## config.mk

```make
export PLATFORM = sky130hd
export DESIGN_NAME = mem_arbiter
export DESIGN_NICKNAME = d
export VERILOG_FILES = /design/src/rtl/mem_arbiter.sv
export SDC_FILE = /design/constraint.sdc
export NUM_CORES = 1
export LEC_CHECK = 0
export CORE_ASPECT_RATIO = 2
export CORE_MARGIN = 5
export CORE_UTILIZATION = 44
export DETAILED_ROUTE_END_ITERATION = 8
export GPL_TIMING_DRIVEN = 0
export PLACE_DENSITY = 0.92
export SLEW_MARGIN = 30
export SYNTH_ARGS = -nofsm -noshare
export SYNTH_HDL_FRONTEND = slang
export SYNTH_SLANG_ARGS = --single-unit
```

## constraint.sdc

```tcl
create_clock -name CLK -period 3.35 [get_ports CLK]
set_clock_uncertainty 0.1 [all_clocks]
set_input_delay 1.005 -clock CLK [delete_from_list [all_inputs] [get_ports CLK]]
set_output_delay 1.005 -clock CLK [all_outputs]
set_load 0.02 [all_outputs]
```

## src/rtl/mem_arbiter.sv

```systemverilog
// Two-port round-robin arbiter in front of a single-port synchronous memory.
// A fetch port (read-only) and a data port (read/write) share the memory, one transaction every 4 cycles.
module mem_arbiter #(
  parameter int unsigned A = 12,
  parameter int unsigned m = 16
) (
  input  logic         CLK,
  input  logic         RST,
  input  logic         f_req,
  input  logic [A-1:0] f_addr,
  output logic         f_ack,
  output logic [m-1:0] f_rdata,
  input  logic         d_req,
  input  logic         d_we,
  input  logic [A-1:0] d_addr,
  input  logic [m-1:0] d_wdata,
  output logic         d_ack,
  output logic [m-1:0] d_rdata,
  output logic [A-1:0] mem_address,
  output logic [m-1:0] mem_data_in,
  output logic         mem_we,
  output logic         mem_re,
  input  logic [m-1:0] mem_data_out,
  output logic         busy
);

  typedef enum logic [1:0] {IDLE, ACCESS, RESP, DONE} state_t;

  state_t       r_state;
  logic         r_last_d;
  logic         r_gnt_d;
  logic         r_we;
  logic [A-1:0] r_addr;
  logic [m-1:0] r_wdata;
  logic [m-1:0] r_f_rdata;
  logic [m-1:0] r_d_rdata;
  logic         r_mem_we;
  logic         r_mem_re;
  logic         r_f_ack;
  logic         r_d_ack;
  logic         r_busy;
  logic         w_gnt_d;

  // Data wins when alone, or on a tie when fetch was granted last.
  assign w_gnt_d = d_req && (!f_req || !r_last_d);

  always_ff @(posedge CLK) begin
    if (RST) begin
      r_state   <= IDLE;
      r_last_d  <= 1'b1;
      r_gnt_d   <= 1'b0;
      r_we      <= 1'b0;
      r_addr    <= '0;
      r_wdata   <= '0;
      r_f_rdata <= '0;
      r_d_rdata <= '0;
      r_mem_we  <= 1'b0;
      r_mem_re  <= 1'b0;
      r_f_ack   <= 1'b0;
      r_d_ack   <= 1'b0;
      r_busy    <= 1'b0;
    end else begin
      case (r_state)
        IDLE: begin
          if (f_req || d_req) begin
            r_gnt_d  <= w_gnt_d;
            r_last_d <= w_gnt_d;
            r_we     <= w_gnt_d && d_we;
            r_addr   <= w_gnt_d ? d_addr : f_addr;
            r_wdata  <= d_wdata;
            r_mem_we <= w_gnt_d && d_we;
            r_mem_re <= !(w_gnt_d && d_we);
            r_busy   <= 1'b1;
            r_state  <= ACCESS;
          end
        end
        ACCESS: begin
          r_mem_we <= 1'b0;
          r_mem_re <= 1'b0;
          r_state  <= RESP;
        end
        RESP: begin
          // Memory output is valid now: one cycle after the read strobe.
          if (!r_we) begin
            if (r_gnt_d) r_d_rdata <= mem_data_out;
            else         r_f_rdata <= mem_data_out;
          end
          r_f_ack <= !r_gnt_d;
          r_d_ack <= r_gnt_d;
          r_state <= DONE;
        end
        DONE: begin
          r_f_ack <= 1'b0;
          r_d_ack <= 1'b0;
          r_busy  <= 1'b0;
          r_state <= IDLE;
        end
        default: r_state <= IDLE;
      endcase
    end
  end

  assign f_ack       = r_f_ack;
  assign d_ack       = r_d_ack;
  assign f_rdata     = r_f_rdata;
  assign d_rdata     = r_d_rdata;
  assign mem_address = r_addr;
  assign mem_data_in = r_wdata;
  assign mem_we      = r_mem_we;
  assign mem_re      = r_mem_re;
  assign busy        = r_busy;

endmodule

```

Yosys cells after proc, flatten, opt, wreduce, memory -nomap -nowiden
Cells that the tools add are included.

$mul: 0. $add $sub $neg: 0. Order comparisons: 0. Div/mod/pow operators: 0. Shift operators: 0. Eq/ne operators: 4. Muxes and demuxes: 11. Bitwise operators: 2. Reduce and logical (&&, ||, !) cells: 17.

Operator list (count): 12-bit two-way mux (1); 1-bit one-hot mux with 2 select lines (5); 2-bit one-hot mux with 4 select lines (1); 2-bit AND reduction (3); 3-bit AND reduction (2); 2-bit nonzero test (3); 2-bit equality test (second input constant) (2); 1-bit zero test (4); 1-bit two-way mux (3); 2-bit by 1-bit equality test with 1-bit output (second input constant) (1); 1-bit logical AND (2); 2-bit zero test (1); 1-bit logical OR (2); 2-bit two-way mux (1); 2-bit != test (second input constant) (1); 1-bit inverter (2).

Output and inout bits: 65. Latch bits: 0. Register bits after elaboration: 70. Bits in read-only memories: 0. RAM bits: 0. Memories: 0. Word-level logic and storage cells: 47. Bits of input ports: 61.

Logic depth before layout (Yosys ltp)
Depth in word-level cells: 7. Mapped depth: 8.

Least setup slack after synthesis
No wires, ideal clock.

Kind: input-to-reg. Start: input RST. End: register r_d_rdata[10], in the netlist d_rdata[10]. Stages on the path: 4. Setup time: 0.132 ns. Path slack: 1.382 ns. Path buffers: 3. Data arrival time: 1.736 ns. Path through: clkbuf_1 -> buf_2 -> clkbuf_1 -> a21oi_1.

RTL lines: start, declared (RTL line 8) `input logic RST,`; end signal, assigned (RTL line 85) `if (r_gnt_d) r_d_rdata <= mem_data_out;`; end, declared (RTL line 36) `logic [m-1:0] r_d_rdata;`.

No word-level cell between the ends.

Worst setup path in the final report
Start: register r_d_rdata[13], in the netlist d_rdata[13]. End: output d_rdata[13].

RTL lines: end, declared (RTL line 18) `output logic [m-1:0] d_rdata,`.

No word-level cell between the ends.

==> impl_metrics.tcl <==
set metrics [dict create \
    outcome "complete, no violations" \
    syn_avg_cell_area_um2 8.24 \
    hold_viol 0 \
    num_antenna_cells 0 \
    synth_flop_cell "dfxtp_1" \
    worst_skew_pair.late_latency_ps 330 \
    critPathLaunchType "register" \
    io_pins 126 \
    synth_top_area_share_pct 51.7 \
    cts_sinks 70 \
    cts_buffer_depth 2 \
    grt_pass1_vias 2800 \
    drc_errors 0 \
    syn_to_final_growth_pct 58.4 \
    rsz0062_at_grt "no" \
    cts.clk_slew.worst_paths_ps 50 \
    period_minus_slack_ps 2410 \
    cp_num_buf_inv 1 \
    postLayoutCoreUtil_pct 71.5 \
    clockRootBuffer "clkbuf_16" \
    core-area_um2 6010 \
    crit_path_max_incr_delay_ps 620 \
    grt_max_degree 11 \
    critPathSlowestCell "clkdlybuf4s50_1" \
    yosys-top-cells-area "dfxtp_1 (52%), nand2_1 (15%), a21oi_1 (12%)" \
    drive_above_1_share_pct 8.10 \
    htree_levels 3 \
    place_congestion 0.775 \
    layout_commonest_cell "clkdlybuf4s50_1" \
    power.density_nw_per_um2 755 \
    numCtsBuffers 9 \
    arrival_ps 1310 \
    finalSetupViolations 0 \
    start_util_pct 45.1 \
    ys_seq_area_share_pct 51.7 \
    grt_overflow_total 0 \
    postSynthCellCount 329 \
    synth-seq-cells 70 \
    rows 40 \
    cap_viol_max_count 0 \
    synth.distinct_cells 30 \
    grt_pass1_wl_um 12800 \
    ctsHoldBuffers 0 \
    cp_cell_sequence "clkdlybuf4s50_1" \
    layout_common_cells "clkdlybuf4s50_1 (124), nand2_1 (110), dfxtp_1 (70)" \
    synth_nets 395 \
    p_leak_nw 1.60 \
    ff2ff_setup_slack_ps 1430 \
    end_kind "output port" \
    cp.required_ps 2240 \
    stdcell_count 532 \
    ant_nets 0 \
    via_count 2771 \
    relSlewSlack_pct 59.7 \
    drtPass1Iterations 4 \
    die_h_um 121 \
    slew_violations 0 \
    min_path_type "reg -> reg" \
    tightest_slew_ps 604 \
    fmax_ghz 0.415 \
    synth_top_cell_by_area "dfxtp_1" \
    cts_tree "done" \
    crit_fanout 2 \
    cts_resized 0 \
    async_reset_ff_share_pct 0 \
    vdd_drop_max_mv 0.443 \
    nets 530 \
    first_iter_violations 111 \
    ys_warn_count 0 \
    grt_use_total_pct 21.2 \
    syn_area_um2 2710 \
    min_period_over_period_pct 72.0 \
    dpl.cell_count 516 \
    die_x_um 65.5 \
    wire_per_inst_um 15.2 \
    via_per_inst 5.21 \
    antenna_found_initial 0 \
    synth_edf_count 0 \
    critPathTopFamily "buffers and inverters" \
    finalSetupTns_ps 0 \
    dp_hpwl_um 6330 \
    critical_path_class "reg -> out" \
    cts_setup_buffers 0 \
    finalWirelength_um 8090 \
    port_buffers 124 \
    die_area_um2 7930 \
]
## path summary, 6_finish.rpt
path,startpoint,endpoint,cells past startpoint
max reg2reg,r_state[0],d_rdata[10],7
max,d_rdata[13],d_rdata[13],1
min,f_rdata[5],f_rdata[5],2
min reg2reg,f_rdata[5],f_rdata[5],2
## layout make-up
class | instances | area, µm²
flip-flops and latches | 70 | 1400
multi-input cells | 232 | 1180
clock buffers | 15 | 258
well taps | 63 | 78.8
plain buffers | 24 | 118
inverters | 3 | 11.3
clock inverters | 1 | 5.00
repair buffers | 124 | 1240
fillers | 493 | 1710
## where the power goes
group          switching (W)  internal [W]  total, W
clock network       0.000326      0.000521  0.000846
logic               0.000716      0.000574   0.00129
registers          0.0000958       0.00101   0.00111
total                0.00114       0.00211   0.00324
## per-layer routing
| layer | part of all wire (%) | routed length [µm] | GRT usage, % | vias up |
|---|---|---|---|---|
| li1 | - | - | - | 1364 |
| met1 | 34 | 2780 | 20.2 | 1263 |
| met2 | 55 | 4480 | 38.0 | 115 |
| met3 | 5.6 | 456 | 6.39 | 29 |
| met4 | 4.6 | 370 | 13.5 | 0 |
| met5 | 0 | 0 | 0 | - |
## kinds of logic after synthesis
| kind of cell | synth area share, % |
|---|---|
| compound gates | 20.1 |
| fa+ha+maj | 2.31 |
| simple gates | 20.4 |
| mux | 0.738 |
| flops | 51.7 |
| buf+inv | 4.75 |
## cell usage after synthesis (2+ instances only)
| master | instances |
|---|---|
| nand2_1 | 110 |
| dfxtp_1 | 70 |
| a21oi_1 | 65 |
| nor2_1 | 16 |
| buf_2 | 12 |
| clkbuf_1 | 8 |
| a211oi_2 | 7 |
| a211oi_1 | 6 |
| ha_1 | 5 |
| buf_4 | 3 |
| inv_1 | 3 |
| o21ai_0 | 3 |
| mux2i_1 | 2 |
| nor3_1 | 2 |
| nor3b_2 | 2 |
## flip-flops by register name, summed over array words and instances, names as in the netlist, 2 cells and up
register and flops:
d_rdata 16, f_rdata 16, mem_data_in 16, mem_address 12
r_state 2
## stage by stage
step / total power, W / hold WS, ps / worst slack (ps) / instance area (µm²)
floorplan: 0.00187 / 372 / 1380 / 2710
global placement: 0.00237 / 341 / 759 / 4030
detailed placement: 0.00242 / 347 / 719 / 4030
CTS: 0.00327 / 354 / 926 / 4290
global route: 0.00345 / 372 / 888 / 4290
finish: 0.00324 / 352 / 938 / 4290
Power figures use the tool's default switching activity.
